`src/rtl/wb_la_initiator_if.sv`:
```
// rtl/wb_la_initiator_if.sv - command/response handshakes and Wishbone classic bus of wb_la_initiator
interface wb_la_initiator_if;
  logic        cmd_valid;
  logic        cmd_ready;
  logic        cmd_we;
  logic [3:0]  cmd_sel;
  logic [31:0] cmd_adr;
  logic [31:0] cmd_dat;
  logic        rsp_valid;
  logic        rsp_ready;
  logic [31:0] rsp_dat;
  logic        rsp_err;
  logic        wbm_cyc_o;
  logic        wbm_stb_o;
  logic        wbm_we_o;
  logic [3:0]  wbm_sel_o;
  logic [31:0] wbm_adr_o;
  logic [31:0] wbm_dat_o;
  logic [31:0] wbm_dat_i;
  logic        wbm_ack_i;

  modport master (
    input  cmd_valid, cmd_we, cmd_sel, cmd_adr, cmd_dat, rsp_ready, wbm_dat_i, wbm_ack_i,
    output cmd_ready, rsp_valid, rsp_dat, rsp_err,
    output wbm_cyc_o, wbm_stb_o, wbm_we_o, wbm_sel_o, wbm_adr_o, wbm_dat_o
  );

  modport slave (
    output cmd_valid, cmd_we, cmd_sel, cmd_adr, cmd_dat, rsp_ready, wbm_dat_i, wbm_ack_i,
    input  cmd_ready, rsp_valid, rsp_dat, rsp_err,
    input  wbm_cyc_o, wbm_stb_o, wbm_we_o, wbm_sel_o, wbm_adr_o, wbm_dat_o
  );
endinterface

```
`src/rtl/wb_la_initiator.sv`:
```
// rtl/wb_la_initiator.sv - Wishbone classic initiator, one bus cycle per command/response handshake
// Optional bus timeout enabled by defining WB_TIMEOUT_EN.
module wb_la_initiator #(
  parameter int unsigned TIMEOUT_CYCLES = 255,
  parameter logic [31:0] ERR_DATA       = 32'hFFFF_FFFF
) (
  input  logic              wb_clk_i,
  input  logic              wb_rst_i,
  wb_la_initiator_if.master bus,
  output logic              busy_o
);
  typedef enum logic [1:0] {IDLE, BUS, RESP} state_t;
  state_t state;
  logic   timeout_hit;

  // Bus addresses are word aligned, so the byte offset is dropped.
  logic [1:0] adr_lsb_unused;
  assign adr_lsb_unused = bus.cmd_adr[1:0];

`ifdef WB_TIMEOUT_EN
  localparam int TMO_W = $clog2(TIMEOUT_CYCLES + 1);
  logic [TMO_W-1:0] tmo_cnt;
  // Terminal cycle: the count would reach TIMEOUT_CYCLES at this edge.
  assign timeout_hit = (tmo_cnt == TMO_W'(TIMEOUT_CYCLES - 1));
`else
  localparam int unsigned timeout_cycles_unused = TIMEOUT_CYCLES;
  assign timeout_hit = 1'b0;
`endif

  always_ff @(posedge wb_clk_i) begin
    if (wb_rst_i) begin
      state         <= IDLE;
      bus.cmd_ready <= 1'b1;
      bus.rsp_valid <= 1'b0;
      bus.rsp_dat   <= '0;
      bus.rsp_err   <= 1'b0;
      bus.wbm_cyc_o <= 1'b0;
      bus.wbm_stb_o <= 1'b0;
      bus.wbm_we_o  <= 1'b0;
      bus.wbm_sel_o <= '0;
      bus.wbm_adr_o <= '0;
      bus.wbm_dat_o <= '0;
      busy_o        <= 1'b0;
`ifdef WB_TIMEOUT_EN
      tmo_cnt       <= '0;
`endif
    end else begin
      case (state)
        IDLE: begin
          if (bus.cmd_valid) begin
            bus.wbm_adr_o <= {bus.cmd_adr[31:2], 2'b00};
            bus.wbm_we_o  <= bus.cmd_we;
            bus.wbm_sel_o <= bus.cmd_sel;
            bus.wbm_dat_o <= bus.cmd_we ? bus.cmd_dat : 32'h0;
            bus.wbm_cyc_o <= 1'b1;
            bus.wbm_stb_o <= 1'b1;
            bus.cmd_ready <= 1'b0;
            busy_o        <= 1'b1;
            state         <= BUS;
`ifdef WB_TIMEOUT_EN
            tmo_cnt       <= '0;
`endif
          end
        end
        BUS: begin
          if (bus.wbm_ack_i) begin
            bus.wbm_cyc_o <= 1'b0;
            bus.wbm_stb_o <= 1'b0;
            bus.rsp_dat   <= bus.wbm_we_o ? 32'h0 : bus.wbm_dat_i;
            bus.rsp_err   <= 1'b0;
            bus.rsp_valid <= 1'b1;
            state         <= RESP;
          end else if (timeout_hit) begin
            bus.wbm_cyc_o <= 1'b0;
            bus.wbm_stb_o <= 1'b0;
            bus.rsp_dat   <= ERR_DATA;
            bus.rsp_err   <= 1'b1;
            bus.rsp_valid <= 1'b1;
            state         <= RESP;
          end else begin
`ifdef WB_TIMEOUT_EN
            tmo_cnt       <= tmo_cnt + 1'b1;
`endif
          end
        end
        RESP: begin
          if (bus.rsp_ready) begin
            bus.rsp_valid <= 1'b0;
            bus.cmd_ready <= 1'b1;
            busy_o        <= 1'b0;
            state         <= IDLE;
          end
        end
        default: begin
          state         <= IDLE;
          bus.cmd_ready <= 1'b1;
          bus.rsp_valid <= 1'b0;
          bus.wbm_cyc_o <= 1'b0;
          bus.wbm_stb_o <= 1'b0;
          busy_o        <= 1'b0;
        end
      endcase
    end
  end
endmodule

```
`src/flat_wrapper.sv`:
```
// flat-port wrapper written by rule: the top's interface ports become plain ports
module wb_la_initiator_flat 
#(
  parameter int unsigned TIMEOUT_CYCLES = 255,
  parameter logic [31:0] ERR_DATA       = 32'hFFFF_FFFF
)
  (wb_clk_i, wb_rst_i, busy_o, bus_cmd_valid, bus_cmd_we, bus_cmd_sel, bus_cmd_adr, bus_cmd_dat, bus_rsp_ready, bus_wbm_dat_i, bus_wbm_ack_i, bus_cmd_ready, bus_rsp_valid, bus_rsp_dat, bus_rsp_err, bus_wbm_cyc_o, bus_wbm_stb_o, bus_wbm_we_o, bus_wbm_sel_o, bus_wbm_adr_o, bus_wbm_dat_o);
  wb_la_initiator_if bus_i ();
  input  logic wb_clk_i;
  input  logic wb_rst_i;
  output logic busy_o;
  input wire logic [$bits(bus_i.cmd_valid)-1:0] bus_cmd_valid;
  input wire logic [$bits(bus_i.cmd_we)-1:0] bus_cmd_we;
  input wire logic [$bits(bus_i.cmd_sel)-1:0] bus_cmd_sel;
  input wire logic [$bits(bus_i.cmd_adr)-1:0] bus_cmd_adr;
  input wire logic [$bits(bus_i.cmd_dat)-1:0] bus_cmd_dat;
  input wire logic [$bits(bus_i.rsp_ready)-1:0] bus_rsp_ready;
  input wire logic [$bits(bus_i.wbm_dat_i)-1:0] bus_wbm_dat_i;
  input wire logic [$bits(bus_i.wbm_ack_i)-1:0] bus_wbm_ack_i;
  output wire logic [$bits(bus_i.cmd_ready)-1:0] bus_cmd_ready;
  output wire logic [$bits(bus_i.rsp_valid)-1:0] bus_rsp_valid;
  output wire logic [$bits(bus_i.rsp_dat)-1:0] bus_rsp_dat;
  output wire logic [$bits(bus_i.rsp_err)-1:0] bus_rsp_err;
  output wire logic [$bits(bus_i.wbm_cyc_o)-1:0] bus_wbm_cyc_o;
  output wire logic [$bits(bus_i.wbm_stb_o)-1:0] bus_wbm_stb_o;
  output wire logic [$bits(bus_i.wbm_we_o)-1:0] bus_wbm_we_o;
  output wire logic [$bits(bus_i.wbm_sel_o)-1:0] bus_wbm_sel_o;
  output wire logic [$bits(bus_i.wbm_adr_o)-1:0] bus_wbm_adr_o;
  output wire logic [$bits(bus_i.wbm_dat_o)-1:0] bus_wbm_dat_o;
  assign bus_i.cmd_valid = bus_cmd_valid;
  assign bus_i.cmd_we = bus_cmd_we;
  assign bus_i.cmd_sel = bus_cmd_sel;
  assign bus_i.cmd_adr = bus_cmd_adr;
  assign bus_i.cmd_dat = bus_cmd_dat;
  assign bus_i.rsp_ready = bus_rsp_ready;
  assign bus_i.wbm_dat_i = bus_wbm_dat_i;
  assign bus_i.wbm_ack_i = bus_wbm_ack_i;
  assign bus_cmd_ready = bus_i.cmd_ready;
  assign bus_rsp_valid = bus_i.rsp_valid;
  assign bus_rsp_dat = bus_i.rsp_dat;
  assign bus_rsp_err = bus_i.rsp_err;
  assign bus_wbm_cyc_o = bus_i.wbm_cyc_o;
  assign bus_wbm_stb_o = bus_i.wbm_stb_o;
  assign bus_wbm_we_o = bus_i.wbm_we_o;
  assign bus_wbm_sel_o = bus_i.wbm_sel_o;
  assign bus_wbm_adr_o = bus_i.wbm_adr_o;
  assign bus_wbm_dat_o = bus_i.wbm_dat_o;
  wb_la_initiator #(.TIMEOUT_CYCLES(TIMEOUT_CYCLES), .ERR_DATA(ERR_DATA)) u_core (.wb_clk_i(wb_clk_i), .wb_rst_i(wb_rst_i), .bus(bus_i), .busy_o(busy_o));
endmodule
```
`config.mk`:
```
export PLATFORM = sky130hd
export DESIGN_NAME = wb_la_initiator_flat
export DESIGN_NICKNAME = d
export VERILOG_FILES = /design/src/rtl/wb_la_initiator_if.sv /design/src/rtl/wb_la_initiator.sv /design/src/flat_wrapper.sv
export SDC_FILE = /design/constraint.sdc
export NUM_CORES = 1
export LEC_CHECK = 0
export BUFFER_PORTS_ARGS = -buffer_cell sky130_fd_sc_hd__clkbuf_2
export CAP_MARGIN = 10
export CORE_MARGIN = 3
export CORE_UTILIZATION = 44
export CTS_CLUSTER_SIZE = 10
export DETAILED_ROUTE_END_ITERATION = 12
export GPL_TIMING_DRIVEN = 0
export PLACE_DENSITY = 0.78
export SLEW_MARGIN = 20
export SYNTH_ARGS = -nofsm -noshare
export SYNTH_HDL_FRONTEND = slang
export SYNTH_SLANG_ARGS = --single-unit
```
`constraint.sdc`:
```
create_clock -name wb_clk_i -period 2 [get_ports wb_clk_i]
set_clock_uncertainty 0.1 [all_clocks]
set_input_delay 0.3 -clock wb_clk_i [delete_from_list [all_inputs] [get_ports wb_clk_i]]
set_output_delay 0.3 -clock wb_clk_i [all_outputs]
set_load 0.01 [all_outputs]
```
# Word-level counts from Yosys, hierarchy flattened
# Cells that the tools add are included.
[totals]
ff_bits = 105
latchBits = 0
ram_bits = 0
rom_bits = 0
input_bits = 106
elab_cells = 41
n_memories = 0
[op_classes]
addsub = 0
n_mul = 0
n_div = 0
order_cmp = 0
eq_ne = 5
shift = 0
mux = 16
n_bitwise = 3
reduce_logical = 7
[ops]
columns = ["op", "count"]
rows = [
  ["32-bit two-way mux", 2],
  ["1-bit one-hot mux with 3 select lines", 4],
  ["3-bit AND reduction", 4],
  ["1-bit two-way mux", 6],
  ["2-bit two-way mux", 3],
  ["2-bit != test (second input constant)", 3],
  ["2-bit one-hot mux with 3 select lines", 1],
  ["2-bit AND reduction", 2],
  ["1-bit inverter", 3],
  ["2-bit by 1-bit equality test with 1-bit output (second input constant)", 1],
  ["2-bit equality test (second input constant)", 1],
  ["2-bit zero test", 1],
]

# Longest topological paths before layout
[depth]
depth_word = 3
depth_mapped = 6

# Worst setup path after synthesis
# Ideal clock, no wire load.
[synth_path]
path_kind = "register to register"
startpoint = "register u_core.state[1]"
endpoint = "register u_core.bus.wbm_dat_o[10]"
setup_ns = 0.132
t_arrival_ns = 1.189
required_ns = 1.768
setup_slack_ns = 0.579
stages_incl_launch_ff = 7
synth_period_minus_slack_ns = 1.421
path_cell_list = "dfxtp_1 > or3b_1 > buf_2 > buf_6 > buf_6 > nand2_1 > a21oi_1"
[synth_via]
elab_chain_len = 2
[synth_lines]
columns = ["item", "line_no", "source"]
rows = [
  ["start: declaration", "wb_la_initiator.sv:13", "state_t state;"],
  ["start signal: assignment", "wb_la_initiator.sv:32", "state <= IDLE;"],
  ["start signal: assignment", "wb_la_initiator.sv:59", "state <= BUS;"],
  ["start signal: assignment", "wb_la_initiator.sv:72", "state <= RESP;"],
  ["2-bit zero test", "wb_la_initiator.sv:48", "case (state)"],
  ["2-bit AND reduction (no source line)", "n/a", ""],
  ["end signal: assignment", "wb_la_initiator.sv:54", "bus.wbm_dat_o <= bus.cmd_we ? bus.cmd_dat : 32'h0;"],
  ["end: declaration", "wb_la_initiator_if.sv:25", "output wbm_cyc_o, wbm_stb_o, wbm_we_o, wbm_sel_o, wbm_adr_o, wbm_dat_o"],
]
# Every way passes these cells.
# A chain may end at the register's enable or synchronous reset.

# Final worst setup path
[layout_path]
startpoint = "register u_core.state[0]"
endpoint = "register u_core.bus.wbm_adr_o[23]"
[layout_via]
elab_chain_len = 2
[layout_lines]
columns = ["item", "line_no", "source"]
rows = [
  ["2-bit zero test", "wb_la_initiator.sv:48", ""],
  ["2-bit AND reduction (no source line)", "n/a", ""],
  ["end signal: assignment", "wb_la_initiator.sv:51", "bus.wbm_adr_o <= {bus.cmd_adr[31:2], 2'b00};"],
  ["end: declaration", "wb_la_initiator_if.sv:25", ""],
]
# Every way passes these cells.

==> run summary <==
Final ANT Viol Nets = 0
Compound-gate portion of the synthesized area = 13.9%
Startpoint Class = flip-flop
GRT Util Overall = 22.5%
Vias in the first global route = 3857
WS Path Type = reg -> reg
Commonest non-fill, non-tap cells in the layout = clkbuf_2, nand2_1, dfxtp_1
Clock Path Buffers = 2
CP arrival = 1.83 ns
Yosys cell types = 19
Post-route DRC = 0
Clock Latency Late Sink = 0.34 ns
Total negative setup slack = 0 ns
# IOs = 213
Syn avg cell area = 8.23 µm²
Adder-Cell Fraction of Synth Area = 0%
Clock-pin slew on the worst setup and hold paths = 0.10 ns
Simple-Gate Fraction of Synth Area = 25.6%
Ratio of cells with drive above 1 in the final layout = 34.8%
First-pass GRT wire length = 18.2 mm
Outcome = completed
Starting DRT DRC Count = 109
Routability Congestion = 0.839
Resized cells post-CTS = 0
Final wirelength = 11.5 mm
HP Class = in -> reg
Max Slew Vio Count = 0
Setup bufs post-CTS = 0
Vias = 3999
CTS HTree Levels = 3
Largest family of logic cells by synthesized area = simple AND/OR/NAND/NOR gates
Required @ worst endpoint = 2.18 ns
Root buf cell = clkbuf_8
Initial antenna violation count = 0
#FFs+latches synth = 105
Post-route minimum period = 1.65 ns
Num CTS Buffers = 9
Core area = 8380 µm²
Final setup fails = 0
Worst setup EP type = flip-flop
Max IR drop VDD = 0.467 mV
Post-synthesis xor/xnor area fraction = 0%
Filler cells = 756
Core Rows = 33
Post-synthesis mux area share = 0%
Remaining global-route overflow = 0
Hold buffer count at CTS = 0
Slew HR = 63.5%
Clock sink total = 105
Dpl cells = 784
Leak pwr = 0.00237 µW
Final std cells w/o fill = 800
Transition time of the tightest slew-check pin = 0.547 ns
CTS tree = yes
Crit share post-route = 82.6%
Nets = 796
Most common cell after layout, fill and taps aside = clkbuf_2
Routed wire length per instance = 14.3 µm
DP Wirelength = 8.89 mm
Die Wd = 99.9 µm
Power Density = 827 nW/µm²
I/O Buffers = 205
RSZ-0062 raised after global routing = false
DIE HEIGHT = 99.9 µm
Max-Cap Viols = 0
Vias per inst = 5.00
N_diodes = 0
Initial DRT Pass Iterations = 4
Max FO, Critical Path = 10
Seq/Total Area, Yosys = 54.1%
Layout Area Growth over Synthesis = 35.7%
Multi-input combinational cell area = 1550 µm²
Yosys warning count = 0
Post-Syn Area = 3880 µm²
Die ar. = 9990 µm²
Initial cell density of the core = 46.3%
Fin. Hold Viols = 0
Largest net degree at the start of global routing = 17
Syn Inst Count = 472
Peak Freq = 606 MHz
Reg area = 2100 µm²
==> final timing paths <==
kind	from	endpoint	slack, ns	depth (start not counted)
max reg2reg	u_core.state[0]	u_core.bus.wbm_adr_o[23]	0.35	6
max	u_core.state[0]	u_core.bus.wbm_adr_o[23]	0.35	6
min reg2reg	u_core.bus.rsp_dat[30]	u_core.bus.rsp_dat[30]	0.35	2
min	bus_cmd_adr[13]	u_core.bus.wbm_adr_o[13]	0.06	3
==> stage by stage <==
step | hold slack, ns | setup WS, ns | util (%) | cell area (µm²) | total power [µW]
2_1_floorplan | 0.317 | 0.579 | - | 3890 | 2670
3_3_place_gp | 0.338 | 0.144 | 60.2 | 5050 | 2950
3_5_place_dp | 0.343 | 0.109 | 60.2 | 5050 | 2980
4_1_cts | 0.0473 | 0.340 | 62.9 | 5270 | 4400
5_1_grt | 0.0406 | 0.236 | 62.9 | 5270 | 4560
6_report | 0.0586 | 0.348 | 62.9 | 5270 | 4360
==> layout make-up <==
class / instances / area share (%)
buffer: 46 / 4.61
clock buffer: 12 / 2.75
clock inverter: 4 / 1.45
multi-input combinational: 323 / 29.3
sequential: 105 / 39.9
tap: 105 / 2.49
timing repair buffer: 205 / 19.5
==> logic make-up after synthesis <==
kind of cell | Yosys count
flip-flops | 105
buffers and inverters | 46
AND/OR/NAND/NOR | 213
other | 1
AO/OA/AOI/OAI | 107
==> sequential cells by signal, summed over array words and instances (netlist names) <==
signal	flops
u_core.bus.rsp_dat	32
u_core.bus.cmd_ready	1
u_core.bus.wbm_cyc_o	1
u_core.bus.wbm_sel_o	4
u_core.busy_o	1
u_core.bus.rsp_valid	1
u_core.bus.wbm_adr_o	30
u_core.bus.wbm_we_o	1
u_core.state	2
u_core.bus.wbm_dat_o	32
==> power breakdown <==
| part | internal (µW) | switching, µW | leakage [µW] | total, µW |
|---|---|---|---|---|
| sequential | 2200 | 62.8 | 0.000857 | 2260 |
| combinational | 284 | 379 | 0.00141 | 662 |
| clock | 744 | 689 | 0.000107 | 1430 |
| total | 3230 | 1130 | 0.00237 | 4360 |
==> worst max-delay path, cell delays in order, from the launching register on <==
cell	delay, ns
dfxtp_1	0.31
buf_2	0.17
nor3b_2	0.38
buf_4	0.25
buf_4	0.18
nand2_1	0.07
a21oi_1	0.12
==> layer usage <==
layer	global-route usage, %	wire [µm]	vias up	part of all wire, %
li1	-	-	1994	-
met1	26.3	4530	1845	39
met2	39.3	5790	146	50
met3	7.30	1020	14	8.9
met4	6.41	138	0	1.2
met5	0	0	-	0
==> cell usage after synthesis, drive strengths merged <==
master / count / area share (%)
a21oi: 103 / 13
nor4: 1 / 0.16
nor2: 6 / 0.58
nor3b: 1 / 0.32
nand2: 134 / 13
and3b: 1 / 0.23
a2111oi: 1 / 0.23
dfxtp: 105 / 54
conb: 1 / 0.097
buf: 22 / 3.9
nor2b: 2 / 0.32
or3b: 1 / 0.23
nand3b: 33 / 6.4
nand3: 32 / 4.1
nand2b: 2 / 0.32
o21ai: 3 / 0.39
clkbuf: 24 / 2.3
Note: power is estimated with default switching activity, not from simulation.
